`config.mk`:
```
export PLATFORM = sky130hd
export DESIGN_NAME = wq_fetch
export DESIGN_NICKNAME = d
export VERILOG_FILES = /design/src/rtl/wq_fetch_pkg.sv /design/src/rtl/wq_fetch_fifo.sv /design/src/rtl/wq_fetch.sv
export SDC_FILE = /design/constraint.sdc
export NUM_CORES = 1
export LEC_CHECK = 0
export CAP_MARGIN = 20
export CORE_AREA = 2 2 184 186
export CTS_BUF_LIST = sky130_fd_sc_hd__clkbuf_8 sky130_fd_sc_hd__clkbuf_16
export CTS_CLUSTER_DIAMETER = 100
export DETAILED_ROUTE_END_ITERATION = 6
export DIE_AREA = 0 0 186 188
export GPL_TIMING_DRIVEN = 0
export PLACE_DENSITY = 0.69
export SETUP_SLACK_MARGIN = 0.05
export SYNTH_ARGS = -nofsm -noshare
export SYNTH_HDL_FRONTEND = slang
export SYNTH_SLANG_ARGS = --single-unit
```
`constraint.sdc`:
```
create_clock -name clk -period 2.6 [get_ports clk]
set_input_delay 0.52 -clock clk [delete_from_list [all_inputs] [get_ports clk]]
set_output_delay 0.52 -clock clk [all_outputs]
set_load 0.005 [all_outputs]
```
`src/rtl/wq_fetch_pkg.sv`:
```
// Shared types and constants for the Wq weight-fetch sequencer.
// Entry layout matches the {data, row_last, last} words buffered in wq_fetch_fifo.
package wq_fetch_pkg;

    typedef enum logic [1:0] {
        IDLE,
        FETCH,
        DRAIN
    } state_t;

    localparam int unsigned NUM_ROWS      = 128;
    localparam int unsigned WORDS_PER_ROW = 16;
    localparam int unsigned ROW_IDX_W     = 7;
    localparam int unsigned WORD_IDX_W    = 4;
    localparam int unsigned WORD_W        = 64;

    typedef struct packed {
        logic [WORD_W-1:0] data;
        logic              row_last;
        logic              last;
    } fifo_entry_t;

endpackage

```
`src/rtl/wq_fetch_fifo.sv`:
```
// Synchronous FIFO with occupancy count; the head entry is presented combinationally.
module wq_fetch_fifo #(
    parameter int unsigned W     = 66,
    parameter int unsigned DEPTH = 4
) (
    input  logic                           clk,
    input  logic                           rst_n,
    input  logic                           push,
    input  logic [W-1:0]                   din,
    input  logic                           pop,
    output logic [W-1:0]                   dout,
    output logic [$clog2(DEPTH+1)-1:0]     count,
    output logic                           empty
);
    localparam int unsigned CW = $clog2(DEPTH + 1);
    localparam int unsigned PW = (DEPTH > 1) ? $clog2(DEPTH) : 1;

    logic [W-1:0]  mem [DEPTH];
    logic [PW-1:0] rd_ptr;
    logic [PW-1:0] wr_ptr;
    logic          do_push;
    logic          do_pop;

    assign empty   = (count == '0);
    assign do_pop  = pop && !empty;
    assign do_push = push && ((count != CW'(DEPTH)) || do_pop);
    assign dout    = mem[rd_ptr];

    always_ff @(posedge clk) begin
        if (do_push) begin
            mem[wr_ptr] <= din;
        end
    end

    always_ff @(posedge clk) begin
        if (!rst_n) begin
            rd_ptr <= '0;
            wr_ptr <= '0;
            count  <= '0;
        end else begin
            if (do_push) begin
                wr_ptr <= (wr_ptr == PW'(DEPTH - 1)) ? '0 : wr_ptr + 1'b1;
            end
            if (do_pop) begin
                rd_ptr <= (rd_ptr == PW'(DEPTH - 1)) ? '0 : rd_ptr + 1'b1;
            end
            case ({do_push, do_pop})
                2'b10:   count <= count + 1'b1;
                2'b01:   count <= count - 1'b1;
                default: ;
            endcase
        end
    end

endmodule

```
`src/rtl/wq_fetch.sv`:
```
// Weight-fetch sequencer: reads a run of weight rows from the Wq memory and
// streams them out through a credit-managed FIFO with row/transfer flags.
module wq_fetch #(
    parameter int unsigned WIDTH         = 64,
    parameter logic [31:0] WEIGHT_BASE   = 32'd0,
    parameter int unsigned NUM_ROWS      = 128,
    parameter int unsigned WORDS_PER_ROW = 16,
    parameter int unsigned FIFO_DEPTH    = 4
) (
    input  logic             clk,
    input  logic             rst_n,
    input  logic             start,
    input  logic [6:0]       row_start,
    input  logic [7:0]       row_count,
    output logic             busy,
    output logic             done,
    output logic [31:0]      mem_addr,
    output logic             mem_write_en,
    input  logic [WIDTH-1:0] mem_rdata,
    output logic [WIDTH-1:0] w_data,
    output logic             w_valid,
    input  logic             w_ready,
    output logic             w_row_last,
    output logic             w_last
);
    import wq_fetch_pkg::*;

    localparam int unsigned CW      = $clog2(FIFO_DEPTH + 1);
    localparam int unsigned ENTRY_W = WIDTH + 2;

    state_t                state;
    state_t                state_next;
    logic [ROW_IDX_W-1:0]  row_q;
    logic [WORD_IDX_W-1:0] word_q;
    logic [7:0]            rows_left_q;
    logic [31:0]           addr_q;
    logic [31:0]           issue_addr;
    logic                  inflight_q;
    logic                  ret_row_last_q;
    logic                  ret_last_q;
    logic                  drain_armed_q;
    logic                  issue;
    logic                  issue_row_last;
    logic                  issue_last;
    logic                  pop;
    logic [CW-1:0]         occupancy;
    logic                  fifo_empty;
    logic [ENTRY_W-1:0]    head;
    logic [CW:0]           pending;
    logic [CW:0]           limit;

    assign issue_addr     = WEIGHT_BASE + 32'(row_q) * 32'(WORDS_PER_ROW) + 32'(word_q);
    assign issue_row_last = (32'(word_q) == WORDS_PER_ROW - 1);
    assign issue_last     = issue_row_last && (rows_left_q == 8'd1);
    assign pop            = w_valid && w_ready;

    // A read issued now lands in the FIFO one cycle later; count the return
    // already on mem_rdata and credit back this cycle's pop.
    assign pending = (CW+1)'(occupancy) + (CW+1)'(inflight_q);
    assign limit   = (CW+1)'(FIFO_DEPTH) + (CW+1)'(pop);

    always_comb begin
        state_next = state;
        issue      = 1'b0;
        done       = 1'b0;
        case (state)
            IDLE: begin
                if (start) begin
                    state_next = (row_count == 8'd0) ? DRAIN : FETCH;
                end
            end
            FETCH: begin
                if (pending < limit) begin
                    issue = 1'b1;
                    if (issue_last) begin
                        state_next = DRAIN;
                    end
                end
            end
            DRAIN: begin
                // drain_armed_q keeps done off the first DRAIN cycle, so an
                // empty command still spends one cycle before completing.
                if (drain_armed_q && !inflight_q && fifo_empty) begin
                    done       = 1'b1;
                    state_next = IDLE;
                end
            end
            default: state_next = IDLE;
        endcase
    end

    always_ff @(posedge clk) begin
        if (!rst_n) begin
            state          <= IDLE;
            row_q          <= '0;
            word_q         <= '0;
            rows_left_q    <= '0;
            addr_q         <= '0;
            inflight_q     <= 1'b0;
            ret_row_last_q <= 1'b0;
            ret_last_q     <= 1'b0;
            drain_armed_q  <= 1'b0;
        end else begin
            state          <= state_next;
            inflight_q     <= issue;
            ret_row_last_q <= issue_row_last;
            ret_last_q     <= issue_last;
            drain_armed_q  <= (state == DRAIN);
            if (state == IDLE && start) begin
                row_q       <= row_start;
                word_q      <= '0;
                rows_left_q <= row_count;
            end
            if (issue) begin
                addr_q <= issue_addr;
                if (issue_row_last) begin
                    word_q      <= '0;
                    row_q       <= (row_q == ROW_IDX_W'(NUM_ROWS - 1)) ? '0 : row_q + 1'b1;
                    rows_left_q <= rows_left_q - 8'd1;
                end else begin
                    word_q <= word_q + 1'b1;
                end
            end
        end
    end

    wq_fetch_fifo #(
        .W     (ENTRY_W),
        .DEPTH (FIFO_DEPTH)
    ) u_fifo (
        .clk   (clk),
        .rst_n (rst_n),
        .push  (inflight_q),
        .din   ({mem_rdata, ret_row_last_q, ret_last_q}),
        .pop   (pop),
        .dout  (head),
        .count (occupancy),
        .empty (fifo_empty)
    );

    assign busy         = (state != IDLE) && !done;
    assign mem_addr     = issue ? issue_addr : addr_q;
    assign mem_write_en = 1'b0;
    assign w_valid      = !fifo_empty;
    assign w_data       = w_valid ? head[ENTRY_W-1:2] : '0;
    assign w_row_last   = w_valid && head[1];
    assign w_last       = w_valid && head[0];

endmodule

```
==> flow_metrics.env, run 1 <==
export IMPL_status="finished with violations"
export IMPL_violations="negative setup slack"
export IMPL_synth_fa_ha_area_share_pct=1.31
export IMPL_drv_slew=0
export IMPL_rows=67
export IMPL_reg2reg_depth=9
export IMPL_vias=7615
export IMPL_port_buffers=183
export IMPL_grt_pass1_vias=7892
export IMPL_holdPathEnd="addr_q[23]"
export IMPL_stdcell_count=1534
export IMPL_max_stage_delay_ns=0.37
export IMPL_start_kind="flop"
export IMPL_cts_buffers=37
export IMPL_ys_top_cells_by_count="264 x edfxtp_1, 68 x nor2b_1, 66 x dfxtp_1, 66 x mux4_2, 37 x and2_1"
export IMPL_initial_core_util_pct=39.2
export IMPL_synth_xor_area_share_pct=0.337
export IMPL_wl_per_cell_um=19.1
export IMPL_synth_flop_cell="edfxtp_1"
export IMPL_fin_total_pwr_mw=15.0
export IMPL_dp_cells=1390
export IMPL_dieArea_um2=35000
export IMPL_fillers=2612
export IMPL_layout_drive_gt1_share_pct=35.8
export IMPL_timing_rr_start="u_fifo.count[2]"
export IMPL_synth_simple_area_share_pct=9.87
export IMPL_h_tree_depth=2
export IMPL_cts_max_path_buffers=3
export IMPL_yosysTopAreaCellShare_pct=61.0
export IMPL_synth_top_cell_by_area="edfxtp_1"
export IMPL_finalHoldViolations=0
export IMPL_core_um2=33100
export IMPL_critPathBufInv=3
export IMPL_worstSkewPairLatency_ns=0.51
export IMPL_setup_violations=59
export IMPL_arrival_ns=2.45
export IMPL_p_per_area_nw_per_um2=834
export IMPL_maxSlewHeadroom_pct=58.4
export IMPL_rsz0062_at_grt="true"
export IMPL_grt_pass1_wl_um=44500
export IMPL_die_height_um=188
export IMPL_finClkSkew_ns=0.0186
export IMPL_place_hpwl_um=17100
export IMPL_syn_area_um2=13000
export IMPL_setup_worst_path_end_class="output pin"
export IMPL_crit_required_ns=2.08
export IMPL_async_flop_share_pct=0
export IMPL_synth_nets=851
export IMPL_post_route_period_util_pct=114
export IMPL_crit_family="buffers and inverters"
export IMPL_synth_top_family_by_area="multiplexers"
export IMPL_reg2reg_setup_slack_ns=0.23
export IMPL_track_usage_pct=16.5
export IMPL_routed_wl_um=29400
export IMPL_hp_class="reg -> reg"
export IMPL_yosysMostFrequentCell="edfxtp_1"
export IMPL_drt_initial_drc_count=449
export IMPL_vias_per_cell=4.96
export IMPL_synth_seq_cells=330
export IMPL_max_cap_viol_count=0
export IMPL_die_x_um=186
export IMPL_synth_distinct_cells=52
export IMPL_worstPathCellList="ha_4, ha_4, o31ai_4, nand3_4, buf_12, buf_12, mux2_4, buf_6"
export IMPL_synth_compound_area_share_pct=2.72
export IMPL_leakage_nw=6.72
export IMPL_holdPathStages=1
export IMPL_avgSynthCellArea_um2=17.2
export IMPL_finalWorstSetupSlack_ns=-0.370
export IMPL_min_period_ns=2.97
export IMPL_min_from="addr_q[23]"
export IMPL_grt_start_max_net_pins=55
export IMPL_cp_max_fo=5
export IMPL_synth_mux_area_share_pct=12.8
export IMPL_grt_antenna_before_repair=2
export IMPL_synth_edf_count=264
export IMPL_synthTopCellsByArea="edfxtp_1 61%, mux4_2 11%, dfxtp_1 10%"
export IMPL_root_buffer="clkbuf_16"
export IMPL_postCtsHoldBufs=0
export IMPL_clock_sinks=330
export IMPL_grt_overflow=0
export IMPL_fin_nets=1152
export IMPL_drtAntennaViolNets=0
export IMPL_area_growth_pct=38.0
export IMPL_cts_tree="done"
export IMPL_yosysWarnings=0
export IMPL_worstMarginPinSlew_ns=0.624
export IMPL_max_freq_mhz=337
export IMPL_pin_count=185
export IMPL_worstSetupPathType="reg -> out"
export IMPL_yosysSeqAreaShare_pct=71.2
export IMPL_drt_pass1_iterations=5
export IMPL_syn_inst=755
export IMPL_drc=0
export IMPL_r2r_end="u_fifo.count[2]"
export IMPL_clkTransAtPathRegs_ns=0.06
export IMPL_peakVddDrop_v=0.000375
export IMPL_place_gp_congestion=0.822
export IMPL_critPathSlowestCell="dfxtp_4"
[flip-flops by register name, indices dropped and copies added (netlist names), 2 cells and up, named ones only]
| register | count |
|---|---|
| state | 2 |
| u_fifo.wr_ptr | 2 |
| rows_left_q | 8 |
| word_q | 4 |
| u_fifo.rd_ptr | 2 |
| addr_q | 32 |
| u_fifo.count | 3 |
| u_fifo.mem | 264 |
| row_q | 7 |
[per-stage QoR]
step	worst slack (ns)	utilization, %	area (um^2)	TNS [ns]	hold WS (ns)
finish	-0.370	54.1	17900	-11.03	0.483
global route	-0.457	54.1	17900	-16.66	0.498
CTS	-0.433	53.2	17600	-24.33	0.483
detailed placement	-0.815	46.8	15500	-42.60	0.460
global placement	-0.805	46.5	15400	-218.63	0.456
floorplan	0.175	-	13000	0	0.438
[worst max-delay path by stage]
stage	from	end	slack (ns)	depth (start not counted)
6_report	u_fifo.count[0]	mem_addr[10]	-0.37	8
5_1_grt	u_fifo.count[0]	mem_addr[8]	-0.46	8
4_1_cts	u_fifo.count[1]	w_data[39]	-0.43	5
3_5_place_dp	w_ready	mem_addr[26]	-0.82	8
3_3_place_gp	w_ready	mem_addr[26]	-0.81	8
2_1_floorplan	u_fifo.count[0]	mem_addr[22]	0.18	7
[power by group]
group	total (mW)	internal, mW	switching [mW]
clock	5.10	3.07	2.03
sequential	5.93	5.84	0.0907
combinational	3.92	2.30	1.62
total	15.0	11.2	3.73
[cell families after synthesis]
logic type | Yosys count
AND/OR/NAND/NOR | 220
AO/OA/AOI/OAI | 52
adder cells (fa/ha/maj) | 13
other | 1
XOR/XNOR | 5
multiplexers | 79
flip-flops | 330
buffers and inverters | 55
[layout by cell type, fill, tap and decap left out, types with 3 or more instances in the layout]
cell type        instances
a21oi_1                 18
a31oi_1                  4
and2_1                  12
and2_4                  25
and3_1                  27
buf_12                  13
buf_16                   5
buf_2                   30
buf_4                   36
buf_6                   64
buf_8                   12
bufinv_16                3
clkbuf_1                10
clkbuf_16               42
clkbuf_2                25
clkbuf_4                 3
clkdlybuf4s50_1         82
clkinv_1                 8
dfxtp_1                 61
dfxtp_4                  3
dlymetal6s2s_1          17
edfxtp_1               264
ha_1                    10
inv_1                   23
mux2_2                   3
mux2_4                   8
mux4_2                  66
nand2_1                 26
nand2b_1                 3
nand3_1                 12
nor2_1                  17
nor2b_1                 43
nor2b_4                 24
nor3_1                   5
o211ai_1                 4
o21a_1                   5
o21ai_0                  7
or3_1                    7
or4_1                    3
xor2_1                   3
[what timing repair did]
action / in CTS / in global routing
pin swaps: 24 / 3
gates resized for setup: 417 / 154
setup endpoints to repair: 101 / 97
hold endpoints to repair: 0 / 0
cloned: 8 / 3
setup buffers: 36 / 40
[layout make-up]
cell class | instances | area, um^2 | area share (%)
Inverter | 15 | 56.3 | 0.314
Tap cell | 448 | 561 | 3.13
Sequential cell | 330 | 9260 | 51.7
Clock inverter | 28 | 209 | 1.17
Timing Repair Buffer | 264 | 2650 | 14.8
Clock buffer | 40 | 1000 | 5.58
Buffer | 38 | 372 | 2.07
Multi-Input combinational cell | 370 | 3820 | 21.3
Antenna cell | 1 | 2.50 | 0.0140
[layer usage]
metal,global-route usage [%],share of wire [%],up-vias
met5,0,0.089,-
met4,4.09,1.8,4
met3,4.97,8.0,46
met2,27.3,48,258
met1,21.4,42,3803
li1,-,-,3504
Power figures use the tool's default switching activity.
==> run 2, diff against run 1 <==
- CORE_AREA: 2 2 184 186 -> 2 2 154 156
- DIE_AREA: 0 0 186 188 -> 0 0 156 158
- DONT_BUFFER_PORTS: default -> 1
- PLACE_DENSITY: 0.69 -> 0.81
==> run 2 against run 1 <==
Net effect: the run still ends with negative setup slack left; sequential share of layout area is 10 points higher; core utilization is 11 points higher; critical path depth is 2 lower; largest power group unchanged.
==> flow_metrics.env, run 2 (synthesized netlist as in run 1, its figures left out) <==
export IMPL_p_switching_mw=3.05
export IMPL_setup_worst_path_end_class="output pin"
export IMPL_h_tree_depth=2
export IMPL_p_per_area_nw_per_um2=836
export IMPL_layout_drive_gt1_share_pct=24.9
export IMPL_cts_tree="done"
export IMPL_rows=56
export IMPL_finalWorstSetupSlack_ns=-0.0969
export IMPL_grt_antenna_before_repair=0
export IMPL_max_freq_mhz=371
export IMPL_hp_class="in -> reg"
export IMPL_top_regs="u_fifo.mem (264), addr_q (32), rows_left_q (8)"
export IMPL_peakVddDrop_v=0.000489
export IMPL_fillers=1516
export IMPL_seqPwrFrac_pct=47.6
export IMPL_start_kind="flop"
export IMPL_fin_nets=905
export IMPL_root_buffer="clkbuf_16"
export IMPL_final_cell_mix="264 x edfxtp_1, 68 x nor2b_1, 66 x mux4_2"
export IMPL_clkTransAtPathRegs_ns=0.06
export IMPL_drv_slew=0
export IMPL_cts_max_path_buffers=3
export IMPL_worstMarginPinSlew_ns=0.675
export IMPL_max_stage_delay_ns=0.36
export IMPL_setup_violations=32
export IMPL_min_period_ns=2.70
export IMPL_layout_commonest_cell="edfxtp_1"
export IMPL_cp_max_fo=5
export IMPL_cts_buffers=34
export IMPL_initial_core_util_pct=56.4
export IMPL_largest_reg_flops=264
export IMPL_leakage_nw=5.02
export IMPL_finalHoldViolations=0
export IMPL_finClkSkew_ns=0.0262
export IMPL_grt_start_max_net_pins=52
export IMPL_wl_per_cell_um=21.6
export IMPL_pin_count=185
export IMPL_track_usage_pct=19.8
export IMPL_postCtsHoldBufs=0
export IMPL_multiInputGateArea_um2=3630
export IMPL_vias_per_cell=5.83
export IMPL_rsz0062_at_grt="true"
export IMPL_clock_sinks=330
export IMPL_grt_pass1_wl_um=37400
export IMPL_arrival_ns=2.18
export IMPL_place_gp_congestion=0.861
export IMPL_core_um2=23100
export IMPL_critPathSlowestCell="dfxtp_4"
export IMPL_clockPowerShare_pct=35.5
export IMPL_worstSetupPathType="reg -> out"
export IMPL_routed_wl_um=24300
export IMPL_stdcell_count=1125
export IMPL_path_common_cell="ha_4"
export IMPL_switching_share_pct=24.4
export IMPL_maxSlewHeadroom_pct=55.0
export IMPL_critPathBufInv=1
export IMPL_dp_slack_ns=-0.386
export IMPL_drc=0
export IMPL_top_register="u_fifo.mem"
export IMPL_area_growth_pct=14.8
export IMPL_drt_pass1_iterations=5
export IMPL_dp_cells=1049
export IMPL_max_cap_viol_count=0
export IMPL_grt_overflow=0
export IMPL_die_x_um=156
export IMPL_post_route_period_util_pct=104
export IMPL_power_frac_comb_pct=17.0
export IMPL_status="finished with violations"
export IMPL_drtAntennaViolNets=0
export IMPL_dieArea_um2=24600
export IMPL_crit_family="adder cells"
export IMPL_power_internal_mw=9.42
export IMPL_vias=6554
export IMPL_die_height_um=158
export IMPL_worstSkewPairLatency_ns=0.51
export IMPL_crit_required_ns=2.08
export IMPL_regArea_um2=9260
export IMPL_antennaDiodeCount=0
export IMPL_worstPathCellList="ha_4, ha_4, o31ai_4, nand3_4, buf_12, mux2_4"
export IMPL_place_hpwl_um=15200
export IMPL_grt_pass1_vias=6878
export IMPL_drt_initial_drc_count=381
export IMPL_port_buffers=0
export IMPL_violations="negative setup slack"
[run 2: changes by cell type in the layout (fill, tap and decap cells not counted), sizes merged]
cell           change
dlymetal6s2s      -17
clkbuf            -21
clkinvlp           -3
bufinv             -2
clkdlybuf4s50     -82
clkinv             +3
buf              -129
inv                +1
diode              -1
[run 2: area by class of cell]
class / count / area share (%)
Tap cell: 290 / 2.43
Clock inverter: 27 / 1.08
Clock buffer: 35 / 5.87
Multi-Input combinational cell: 370 / 24.4
Timing Repair Buffer: 18 / 1.68
Inverter: 15 / 0.377
Sequential cell: 330 / 62.1
Buffer: 40 / 2.15
[run 2: routing by layer]
metal | GRT usage (%) | wire (um) | vias up
met2 | 33.2 | 12000 | 227
met4 | 6.33 | 592 | 0
met1 | 24.7 | 9490 | 3292
met3 | 6.57 | 2200 | 38
met5 | 0 | 0 | -
li1 | - | - | 2997
[run 2: through the flow]
| stage | TNS, ns | hold WS, ns | area [um^2] | util, % | power, mW |
|---|---|---|---|---|---|
| floorplan | 0 | 0.438 | 13000 | - | 7.47 |
| global placement | -27.16 | 0.455 | 13400 | 58.0 | 7.90 |
| detailed placement | -9.85 | 0.459 | 13500 | 58.5 | 7.93 |
| CTS | -2.55 | 0.0862 | 14900 | 64.5 | 12.6 |
| global route | -5.26 | 0.0782 | 14900 | 64.7 | 13.0 |
| finish | -2.34 | 0.104 | 14900 | 64.7 | 12.5 |
[run 2: worst register-to-register path: stages, from the launching register on]
cell     delay (ns)
dfxtp_4        0.42
inv_1          0.06
o41a_1         0.47
inv_2          0.12
ha_1           0.18
inv_1          0.06
fa_1           0.37
xor2_1         0.16
or3_1          0.31
a21oi_1        0.14
[run 2: worst paths after layout]
| path | start | end | slack [ns] | cells past startpoint |
|---|---|---|---|---|
| hold / removal | mem_rdata[63] | u_fifo.mem[1][65] | 0.10 | 0 |
| setup / recovery | u_fifo.count[0] | mem_addr[5] | -0.1 | 6 |
| setup reg to reg | u_fifo.count[2] | u_fifo.count[2] | 0.24 | 9 |
| hold reg to reg | ret_row_last_q | u_fifo.mem[2][1] | 0.47 | 0 |
[run 2: repair_timing]
action,4_1_cts,5_1_grt
setup buffers,10,1
hold endpoints to repair,0,0
gates cloned,3,0
resized for setup,75,21
pin swaps,21,3
endpoints found under the setup margin,101,84
[run 2: power by group through the flow]
stage	combinational [mW]	clock, mW	sequential, mW
final	2.12	4.42	5.93
after global placement	1.88	0	6.02
after detailed placement	1.90	0	6.02
after CTS	2.13	4.52	5.92
after global routing	2.32	4.74	5.94
after floorplan	1.47	0	6.00
